==> config.mk <==
export PLATFORM = sky130hd
export DESIGN_NAME = tx_os_generator
export DESIGN_NICKNAME = d
export VERILOG_FILES = /design/src/rtl/tx_os_generator.sv
export SDC_FILE = /design/constraint.sdc
export NUM_CORES = 1
export LEC_CHECK = 0
export CELL_PAD_IN_SITES_DETAIL_PLACEMENT = 1
export CELL_PAD_IN_SITES_GLOBAL_PLACEMENT = 1
export CORE_AREA = 2 2 231 233
export DETAILED_ROUTE_END_ITERATION = 10
export DIE_AREA = 0 0 233 235
export GPL_ROUTABILITY_DRIVEN = 0
export PLACE_DENSITY = 0.58
export REMOVE_ABC_BUFFERS = 1
export SLEW_MARGIN = 10
export SYNTH_ARGS = -nofsm -noshare
export SYNTH_HDL_FRONTEND = slang
export SYNTH_SLANG_ARGS = --single-unit
==> constraint.sdc <==
create_clock -name Pclk -period 8.09 [get_ports Pclk]
set_input_delay 1.618 -clock Pclk [delete_from_list [all_inputs] [get_ports Pclk]]
set_output_delay 1.618 -clock Pclk [all_outputs]
set_load 0.01 [all_outputs]
==> src/rtl/tx_os_generator.sv <==
// Ordered-set generator: latches a TS1/TS2/EIOS/SKP/IDLE request from the LTSSM and
// streams it, lowest symbol first, on every lane of the PIPE TX bus.
module tx_os_generator #(
    parameter int         MAXPIPEWIDTH = 32,
    parameter int         PIPEWIDTH    = 8,
    parameter int         LANESNUMBER  = 16,
    parameter logic [7:0] NFTS         = 8'hFF
) (
    input  logic                                    Pclk,
    input  logic                                    Reset,
    input  logic [2:0]                              OSType,
    input  logic [1:0]                              LaneNumber,
    input  logic [7:0]                              LinkNumber,
    input  logic [2:0]                              Rate,
    input  logic                                    Loopback,
    input  logic                                    OSGeneratorStart,
    output logic                                    OSGeneratorBusy,
    output logic                                    OSGeneratorFinish,
    output logic [LANESNUMBER*MAXPIPEWIDTH-1:0]     TxData,
    output logic [LANESNUMBER*(MAXPIPEWIDTH/8)-1:0] TxDataK,
    output logic                                    TxDataValid
);
    localparam int SYMS    = PIPEWIDTH / 8;
    localparam int MAXSYMS = MAXPIPEWIDTH / 8;

    localparam logic [0:0] SIDLE = 1'b0;
    localparam logic [0:0] SSEND = 1'b1;

    localparam logic [2:0] KIND_TS1  = 3'd0;
    localparam logic [2:0] KIND_TS2  = 3'd1;
    localparam logic [2:0] KIND_EIOS = 3'd2;
    localparam logic [2:0] KIND_SKP  = 3'd3;
    localparam logic [2:0] KIND_IDLE = 3'd4;

    localparam logic [4:0] NB_LONG  = 5'(16 / SYMS);
    localparam logic [4:0] NB_SHORT = (SYMS >= 4) ? 5'd1 : 5'(4 / SYMS);

    logic [0:0] state_q, state_d;
    logic [4:0] beat_q, beat_d;
    logic [4:0] nbeats_q, nbeats_d;
    logic [2:0] kind_q, kind_d;
    logic       seq_q, seq_d;
    logic [7:0] link_q, link_d;
    logic [7:0] rate_id_q, rate_id_d;
    logic       loopback_q, loopback_d;
    logic [2:0] req_kind;
    logic [8:0] sym;

    // Rate identifier: bit 1 always set, bits 2..Rate mark the higher gens.
    function automatic logic [7:0] rate_ident(input logic [2:0] rate);
        logic [2:0] r;
        logic [7:0] rid;
        r   = (rate == 3'd0 || rate > 3'd5) ? 3'd1 : rate;
        rid = 8'b0000_0010;
        for (int k = 2; k <= 5; k++) begin
            if (k <= int'(r)) rid[k] = 1'b1;
        end
        return rid;
    endfunction

    // Returns {K, byte} for symbol s of the latched set.
    function automatic logic [8:0] os_symbol(input logic [2:0] kind, input int s,
                                             input logic [7:0] lane_id, input logic seq,
                                             input logic [7:0] link, input logic [7:0] rid,
                                             input logic lb);
        logic [8:0] res;
        res = 9'h000;
        case (kind)
            KIND_TS1, KIND_TS2: begin
                case (s)
                    0:       res = {1'b1, 8'hBC};
                    1:       res = (link == 8'h00) ? {1'b1, 8'hF7} : {1'b0, link};
                    2:       res = seq ? {1'b0, lane_id} : {1'b1, 8'hF7};
                    3:       res = {1'b0, NFTS};
                    4:       res = {1'b0, rid};
                    5:       res = {1'b0, 5'b0, lb, 2'b0};
                    default: res = (kind == KIND_TS1) ? {1'b0, 8'h4A} : {1'b0, 8'h45};
                endcase
            end
            KIND_EIOS: res = (s == 0) ? {1'b1, 8'hBC} : {1'b1, 8'h7C};
            KIND_SKP:  res = (s == 0) ? {1'b1, 8'hBC} : {1'b1, 8'h1C};
            default:   res = 9'h000;
        endcase
        return res;
    endfunction

    always_comb begin
        req_kind = (OSType <= 3'd3) ? OSType : KIND_IDLE;
        state_d    = state_q;
        beat_d     = beat_q;
        nbeats_d   = nbeats_q;
        kind_d     = kind_q;
        seq_d      = seq_q;
        link_d     = link_q;
        rate_id_d  = rate_id_q;
        loopback_d = loopback_q;
        case (state_q)
            SIDLE: begin
                if (OSGeneratorStart) begin
                    state_d    = SSEND;
                    beat_d     = 5'd0;
                    kind_d     = req_kind;
                    seq_d      = (LaneNumber == 2'b01);
                    link_d     = LinkNumber;
                    rate_id_d  = rate_ident(Rate);
                    loopback_d = Loopback;
                    nbeats_d   = (req_kind == KIND_EIOS || req_kind == KIND_SKP) ? NB_SHORT : NB_LONG;
                end
            end
            default: begin
                if (beat_q == nbeats_q - 5'd1) begin
                    state_d = SIDLE;
                    beat_d  = 5'd0;
                end else begin
                    beat_d = beat_q + 5'd1;
                end
            end
        endcase
    end

    always_ff @(posedge Pclk) begin
        if (!Reset) begin
            state_q <= SIDLE;
            beat_q  <= 5'd0;
        end else begin
            state_q <= state_d;
            beat_q  <= beat_d;
        end
    end

    // Request fields are only meaningful while SSEND, so they need no reset.
    always_ff @(posedge Pclk) begin
        nbeats_q   <= nbeats_d;
        kind_q     <= kind_d;
        seq_q      <= seq_d;
        link_q     <= link_d;
        rate_id_q  <= rate_id_d;
        loopback_q <= loopback_d;
    end

    always_comb begin
        TxData  = '0;
        TxDataK = '0;
        sym     = 9'h000;
        if (state_q == SSEND) begin
            for (int lane = 0; lane < LANESNUMBER; lane++) begin
                for (int j = 0; j < SYMS; j++) begin
                    sym = os_symbol(kind_q, int'(beat_q) * SYMS + j, 8'(lane), seq_q,
                                    link_q, rate_id_q, loopback_q);
                    TxData[lane*MAXPIPEWIDTH + 8*j +: 8] = sym[7:0];
                    TxDataK[lane*MAXSYMS + j]            = sym[8];
                end
            end
        end
    end

    assign OSGeneratorBusy   = (state_q == SSEND);
    assign TxDataValid       = (state_q == SSEND);
    assign OSGeneratorFinish = (state_q == SSEND) && (beat_q == nbeats_q - 5'd1);

endmodule

==> results.py <==
metrics = {
    "placement": {
        "hpwlAfterDp_mm": 9.26,
        "dp_slack_ps": 3250,
        "place_area_sq_um": 5620,
        "port_buffers": 166,
    },
    "clocking": {
        "cts_max_path_buffers": 2,
        "insertion_delay_ps": 270,
        "cts.sinks": 25,
        "clock-root-buffer": "clkbuf_16",
        "cts_setup_buffers": 0,
        "cts_resized": 0,
        "cts_buffers": 3,
        "cts.clk_slew.worst_paths_ps": 70,
        "ctsHtreeMaxLevel": 1,
        "cts_tree": "built",
        "hold_buffers": 0,
    },
    "yosys": {
        "yosys-top-cells-area": "buf_4 (74%), edfxtp_1 (9.9%), dfxtp_1 (2.1%)",
        "syn-cell-area_sq_um": 5750,
        "yosys_warnings": 0,
        "ys_types": 51,
        "yosysTopAreaCell": "buf_4",
        "synthTopCellsByCount": "buf_4 (564), edfxtp_1 (19), nor2_1 (12)",
        "syn_area_per_cell_sq_um": 8.03,
        "async_reset_ff_frac": 0,
        "synth-seq-cells": 25,
        "seq_area_frac_synth": 0.120,
        "synth_flop_cell": "edfxtp_1",
        "synth_edf_count": 19,
        "synth_top_area_frac": 0.736,
        "yosysMostFrequentCell": "buf_4",
        "syn_inst": 717,
    },
    "min_path": {
        "worstHoldPathType": "register to register",
        "worstHoldPathCells": 2,
    },
    "routing": {
        "drt-initial-drc-count": 36,
        "ant_nets": 0,
        "wirelength_mm": 10.6,
        "viasPerCell": 2.14,
        "vias": 3067,
        "wl_per_cell_microns": 7.41,
        "drcViolationCount": 0,
        "first_pass_iters": 4,
    },
    "critical_path": {
        "cp_slowest_cell": "a311oi_2",
        "crit_required_ps": 6470,
        "startpoint_type": "register",
        "worst-r2r-cell-count": 4,
        "slowest_delay_ps": 980,
        "crit_chain": "inv_1 > ha_1 > o21ai_1 > o22ai_1 > a311oi_2 > clkdlybuf4s50_1",
        "crit_type": "register to output pin",
        "rrSetupSlack_ps": 6460,
        "end_kind": "output pin",
        "crit_arrival_ps": 3500,
        "crit_path_max_fanout": 16,
    },
    "global_route": {
        "grt_max_degree": 21,
        "overflow": 0,
        "antenna_found_initial": 0,
        "grt_pass1_vias": 2696,
        "grt_first_pass_wirelength_mm": 14.1,
        "grt_use_total": 0.0315,
    },
    "sta": {
        "final.setup_skew_ps": 6.95,
        "max_freq_mhz": 195,
        "hold_viol_final": 0,
        "fin_setup_tns_ps": 0,
        "drv_slew": 0,
        "rsz0062_at_grt": "false",
        "relSlewSlack": 0.212,
        "fin_crit_sh": 0.633,
        "worst_pin_slew_ps": 1180,
        "finalSetupViolations": 0,
        "setup_ws_ps": 2970,
        "timing.hold.ws_ps": 527,
        "period_minus_slack_ps": 5120,
    },
    "floorplan": {
        "coreArea_sq_um": 52200,
        "fp.dieH_microns": 235,
        "pin_count": 599,
        "row_count": 84,
        "design.die.area_sq_um": 54800,
        "initial_core_util": 0.110,
        "die_w_microns": 233,
    },
    "final_layout": {
        "fin_area_sq_um": 5700,
        "nNetsFinal": 772,
        "drive_gt1_frac": 0.0268,
        "area_delta_synth_final_pct": -0.870,
        "diodes": 0,
    },
    "power": {
        "fin_total_pwr_uw": 498,
        "power.density_nw_per_um2": 87.3,
        "vdd_ir_drop_max_uv": 59.2,
        "p_leak_uw": 0.00254,
    },
    "outcome": {
        "outcome": "finished, final reports clean",
    },
    "job": {
        "cap_violations": 0,
    },
}
==> path summary, 6_finish.rpt <==
check / endpoint / start
max: TxData[230] / beat_q[0]$_SDFFE_PN0P_
min reg2reg: beat_q[0]$_SDFFE_PN0P_ / beat_q[0]$_SDFFE_PN0P_
max reg2reg: beat_q[3]$_SDFFE_PN0P_ / beat_q[2]$_SDFFE_PN0P_
min: beat_q[0]$_SDFFE_PN0P_ / beat_q[0]$_SDFFE_PN0P_
==> cells in the final DEF (no fill, tap or decap), drive strengths merged, types with 3 or more instances in the layout <==
cell,instances
conb,432
clkdlybuf4s50,166
edfxtp,19
nor2,13
inv,11
a21oi,11
o21ai,11
dfxtp,6
nor2b,6
nand3,6
nor3,6
ha,4
a221oi,4
nand2,3
clkbuf,3
a311oi,3
==> flip-flops by register name, summed over array words and instances (netlist names) <==
register and cells:
link_q 8, OSGeneratorBusy 1, beat_q 5, loopback_q 1, seq_q 1, rate_id_q 4, kind_q 3, nbeats_q 2
==> critical path, delay by kind of cell (launching register included) <==
family          cells  cell delay [ps]
compound gates      3             1650
fa+ha+maj           1              340
buf+inv             2              830
flops               1              400
==> metal layers <==
layer  share of wire  wire length [microns]  GRT usage
met3            0.13                   1410    0.00510
met5               0                      0          0
met4           0.015                    159     0.0112
met2            0.55                   5830     0.0660
met1            0.30                   3240     0.0297
==> final cells by class <==
cell class / count / area [sq um]
Sequential cell: 25 / 691
Clock inverter: 1 / 5.00
Timing Repair Buffer: 167 / 1670
Tap cell: 688 / 861
Multi-Input combinational cell: 540 / 2360
Inverter: 11 / 41.3
Clock buffer: 3 / 75.1
Fill cell: 6492 / 46500
==> cell families (layout without fill, tap and decap cells) <==
| kind of cell | after synthesis | count (layout) | share of synthesized area |
|---|---|---|---|
| buf+inv | 583 | 182 | 0.754 |
| xor+xnor | 2 | 2 | 0.00435 |
| compound gates | 50 | 50 | 0.0591 |
| mux | 2 | 2 | 0.00370 |
| flops | 25 | 25 | 0.120 |
| fa+ha+maj | 4 | 4 | 0.00870 |
| simple gates | 50 | 50 | 0.0491 |
| other cells | 1 | 432 | 0.000652 |
==> where the power goes <==
part,internal (uW),total [uW],switching [uW]
sequential,146,151,5.59
clock,66.7,111,44.8
combinational,76.8,235,158
==> per-stage QoR <==
stage / cells / utilization
after floorplan: 576 / -
after global placement: 1431 / 0.108
after global routing: 1435 / 0.109
after detailed placement: 1431 / 0.108
final: 1435 / 0.109
after CTS: 1435 / 0.109
Note: power is estimated with default switching activity, not from simulation.
==> patch 1 (same settings) <==
Change the parameter `MAXPIPEWIDTH` from 32 to 24.
--- a/src/rtl/tx_os_generator.sv
+++ b/src/rtl/tx_os_generator.sv
@@ -2,5 +2,5 @@
 // streams it, lowest symbol first, on every lane of the PIPE TX bus.
 module tx_os_generator #(
-    parameter int         MAXPIPEWIDTH = 32,
+    parameter int         MAXPIPEWIDTH = 24,
     parameter int         PIPEWIDTH    = 8,
     parameter int         LANESNUMBER  = 16,
Ports: changed (resized TxData and TxDataK); port bits go from 599 to 455. No check against the original RTL was run, so the function may have changed too.
==> patch 1 against the unedited design <==
- clock skew down 0.0046 ns
- wire length up 2.1%
- power down 5.3%
- cell count decreased by 9.5%
- final area fell by 8.6%
- largest cell class unchanged
- highest routed layer unchanged
- sequential cell count is the same
- area after synthesis is 19% lower
- worst setup slack gained 0.14 ns
- utilization fell by 0.94 points
==> patch 1: results (changes against the unedited design) <==
{| class="wikitable"
! Metric !! Value
|-
| Result of the run || finished clean (unchanged)
|-
| Global-route wire length before repair || 14500 um (was 14100 um)
|-
| CP Data Arrival Time || 3.37 ns (was 3.50 ns)
|-
| Via count of the first global-routing pass || 2388 (was 2696)
|-
| CP max stage delay || 0.78 ns (was 0.98 ns)
|-
| Dpl cell area || 5130 um^2 (was 5620 um^2)
|-
| Slew at the pin closest to its max-slew limit || 1.14 ns (was 1.18 ns)
|-
| Global routing usage on met3 || 0.00570 (was 0.00510)
|-
| Via density per instance || 2.12 (was 2.14)
|-
| Reg-to-reg setup timing slack || 6.41 ns (was 6.46 ns)
|-
| Slowest cell on the critical path || a21oi_1 (was a311oi_2)
|-
| WL met2 || 5290 um (was 5830 um)
|-
| Post-synthesis compound-gate area fraction || 0.0728 (was 0.0591)
|-
| GR met2 Demand/Resource || 0.0620 (was 0.0660)
|-
| Maximum vdd drop || 0.0651 mV (was 0.0592 mV)
|-
| Total leakage power || 2.09 nW (was 2.54 nW)
|-
| Met1 routing resource usage after global routing || 0.0416 (was 0.0297)
|-
| Ratio of cells with drive above 1 in the final layout || 0.0427 (was 0.0268)
|-
| Cell types occupying the most area after synthesis || buf_4, edfxtp_1, dfxtp_1 (unchanged)
|-
| Final hold slack || 0.531 ns (was 0.527 ns)
|-
| Post-route met1 wirelength || 4170 um (was 3240 um)
|-
| Post-synthesis share of cell area spent on xor and xnor gates || 0.00535 (was 0.00435)
|-
| Number of nets in the finished design || 634 (was 772)
|-
| Multiplexer area fraction after synthesis || 0.00455 (was 0.00370)
|-
| Maximum clock skew at final layout || 0.00236 ns (was 0.00695 ns)
|-
| Maximum fanout count along the critical path || 10 (was 16)
|-
| Iter 0 DRT Violations || 96 (was 36)
|-
| Ranking of synthesized cells by instance count || buf_4, edfxtp_1, nor2_1, a21oi_1, inv_1 (unchanged)
|-
| Sequential-to-total area share from yosys stat || 0.148 (was 0.120)
|}
==> patch 1: cell types whose count changed after synthesis, sizes merged <==
cell | unedited run | this run
buf | 567 | 423
==> patch 1: final cells by class <==
cell class | count | share of cell area
flip-flops and latches | 25 | 0.133
multi-input cells | 396 | 0.350
diodes | 1 | 0.000480
well taps | 688 | 0.165
inverters | 11 | 0.00792
repair buffers | 173 | 0.329
clock buffers | 4 | 0.0151
==> patch 1: metrics by stage <==
step           setup slack (ns)  cells
4_1_cts                    3.06   1297
3_3_place_gp               3.41   1293
3_5_place_dp               3.39   1293
2_1_floorplan              1.36    432
5_1_grt                    2.84   1297
6_report                   3.11   1298
==> patch 1: power breakdown <==
| part | switching (mW) | internal, mW |
|---|---|---|
| registers | 0.00552 | 0.146 |
| logic | 0.130 | 0.0785 |
| clock network | 0.0443 | 0.0675 |
| total | 0.179 | 0.292 |
==> patch 2 (config.mk and constraints unchanged) <==
Without the edit above. Put a register stage on the output `TxData`, without a reset. The value now appears one clock later. The other outputs are not delayed to match.
--- a/src/rtl/tx_os_generator.sv
+++ b/src/rtl/tx_os_generator.sv
@@ -35,4 +35,6 @@
     localparam logic [4:0] NB_LONG  = 5'(16 / SYMS);
     localparam logic [4:0] NB_SHORT = (SYMS >= 4) ? 5'd1 : 5'(4 / SYMS);
+
+    logic [LANESNUMBER*MAXPIPEWIDTH-1:0] TxData_d;
 
     logic [0:0] state_q, state_d;
@@ -140,5 +142,5 @@
 
     always_comb begin
-        TxData  = '0;
+        TxData_d = '0;
         TxDataK = '0;
         sym     = 9'h000;
@@ -148,5 +150,5 @@
                     sym = os_symbol(kind_q, int'(beat_q) * SYMS + j, 8'(lane), seq_q,
                                     link_q, rate_id_q, loopback_q);
-                    TxData[lane*MAXPIPEWIDTH + 8*j +: 8] = sym[7:0];
+                    TxData_d[lane*MAXPIPEWIDTH + 8*j +: 8] = sym[7:0];
                     TxDataK[lane*MAXSYMS + j]            = sym[8];
                 end
@@ -159,4 +161,8 @@
     assign OSGeneratorFinish = (state_q == SSEND) && (beat_q == nbeats_q - 5'd1);
 
+    always_ff @(posedge Pclk) begin
+        TxData <= TxData_d;
+    end
+
 endmodule
 
Behaviour: not the same (a bounded check fails within 4 cycles, from zero or initial values and one cycle with Reset low).
==> patch 2 against the unedited design <==
- count of clock-buffer cells in the layout rose by 4
- clock skew fell by 0.0043 ns
- sequential cell count rose by 12
- critical path depth did not move
- final area rose by 5.4%
- synthesized cell count rose by 1.5%
- power rose by 29%
- wire length rose by 14%
- area after synthesis rose by 4.0%
- worst setup slack improved by 0.90 ns
- clock power rose by 68%
- sequential power rose by 51%
- global-route usage rose by 0.57 points
==> patch 2: results (changes against the unedited design) <==
{| class="wikitable"
! Metric !! Value
|-
| Flip-flop and latch count after synthesis || 37 (was 25)
|-
| Estimated wirelength of the detail-placed design || 10600 um (was 9260 um)
|-
| Clock transition at path regs || 0.05 ns (was 0.07 ns)
|-
| Via count of the first global-routing pass || 2471 (was 2696)
|-
| Cell types occupying the most area after synthesis || buf_4, edfxtp_1, dfxtp_1 (unchanged)
|-
| Data buffer area share || 0.279 (was 0.293)
|-
| Number of inverters outside the clock class in the layout || 10 (was 11)
|-
| CP max stage delay || 0.57 ns (was 0.98 ns)
|-
| WL met2 || 6850 um (was 5830 um)
|-
| Result of the run || finished clean (unchanged)
|-
| Worst setup startpoint || beat_q[2] (was beat_q[0])
|-
| Final design area excluding fillers || 6010 um^2 (was 5700 um^2)
|-
| Fraction of area in registers || 0.155 (was 0.121)
|-
| CTS HTree Levels || 2 (was 1)
|-
| Global routing usage on met3 || 0.00631 (was 0.00510)
|-
| Slowest cell on the critical path || clkdlybuf4s50_1 (was a311oi_2)
|-
| Reg2Reg Launch Point || beat_q[0] (was beat_q[2])
|-
| Dpl cell area || 5870 um^2 (was 5620 um^2)
|-
| Crit path to || TxDataK[32] (was TxData[230])
|-
| Distinct cell type count after synthesis || 52 (was 51)
|-
| Total GRT Usage || 0.0372 (was 0.0315)
|-
| Ratio of cells with drive above 1 in the final layout || 0.0197 (was 0.0268)
|-
| Clock-cell share of area || 0.0233 (was 0.0140)
|-
| Total Routed Length || 12100 um (was 10600 um)
|-
| Total area of multi-input combinational cells || 2360 um^2 (about the same)
|-
| Pin count of the biggest net entering global routing || 20 (was 21)
|-
| Overall via count from detail_route || 3010 (was 3067)
|-
| FILL cells || 6425 (was 6492)
|-
| Reg-to-reg setup timing slack || 6.22 ns (was 6.46 ns)
|-
| Number of nets in the finished design || 789 (was 772)
|-
| Maximum vdd drop || 0.0791 mV (was 0.0592 mV)
|-
| Share of Yosys cell area claimed by the top area cell type || 0.707 (was 0.736)
|-
| Clock buffer count from CTS || 5 (was 3)
|-
| Final hold slack || 0.542 ns (was 0.527 ns)
|-
| Biggest registers after layout || TxData (12), link_q (8), beat_q (5) (was link_q (8), beat_q (5), rate_id_q (4))
|-
| Register-to-Register Path Depth || 6 (was 4)
|}
## patch 2: changes by cell type after synthesis, moves of 3 or more
cell	change
nand2_1	+6
a21oi_1	-5
dfxtp_1	+12
a311oi_1	-3
ha_1	+3
nor3_1	-3
nor2_1	-4
nand3b_1	+4
and2_1	+3
## patch 2: stage by stage
stage                     std cells  worst slack [ns]
final                          1452              3.87
after global routing           1451              3.72
after CTS                      1451              3.87
after detailed placement       1443              4.19
after global placement         1443              4.22
after floorplan                 587              3.01
## patch 2: kinds of logic (layout without fill, tap and decap cells)
group,count (synthesis),in the layout,synth area share
other,1,433,0.000626
DFF,37,37,0.156
buffers and inverters,582,186,0.720
and+or+nand+nor,57,57,0.0560
muxes,2,2,0.00355
AOI/OAI and AO/OA,41,41,0.0479
xor gates and xnor gates,1,1,0.00146
adders and majority gates,7,7,0.0146
## patch 2: report_power, final
group / total (mW) / switching [mW] / internal (mW)
logic: 0.225 / 0.147 / 0.0778
registers: 0.228 / 0.0201 / 0.208
clock network: 0.187 / 0.0723 / 0.114
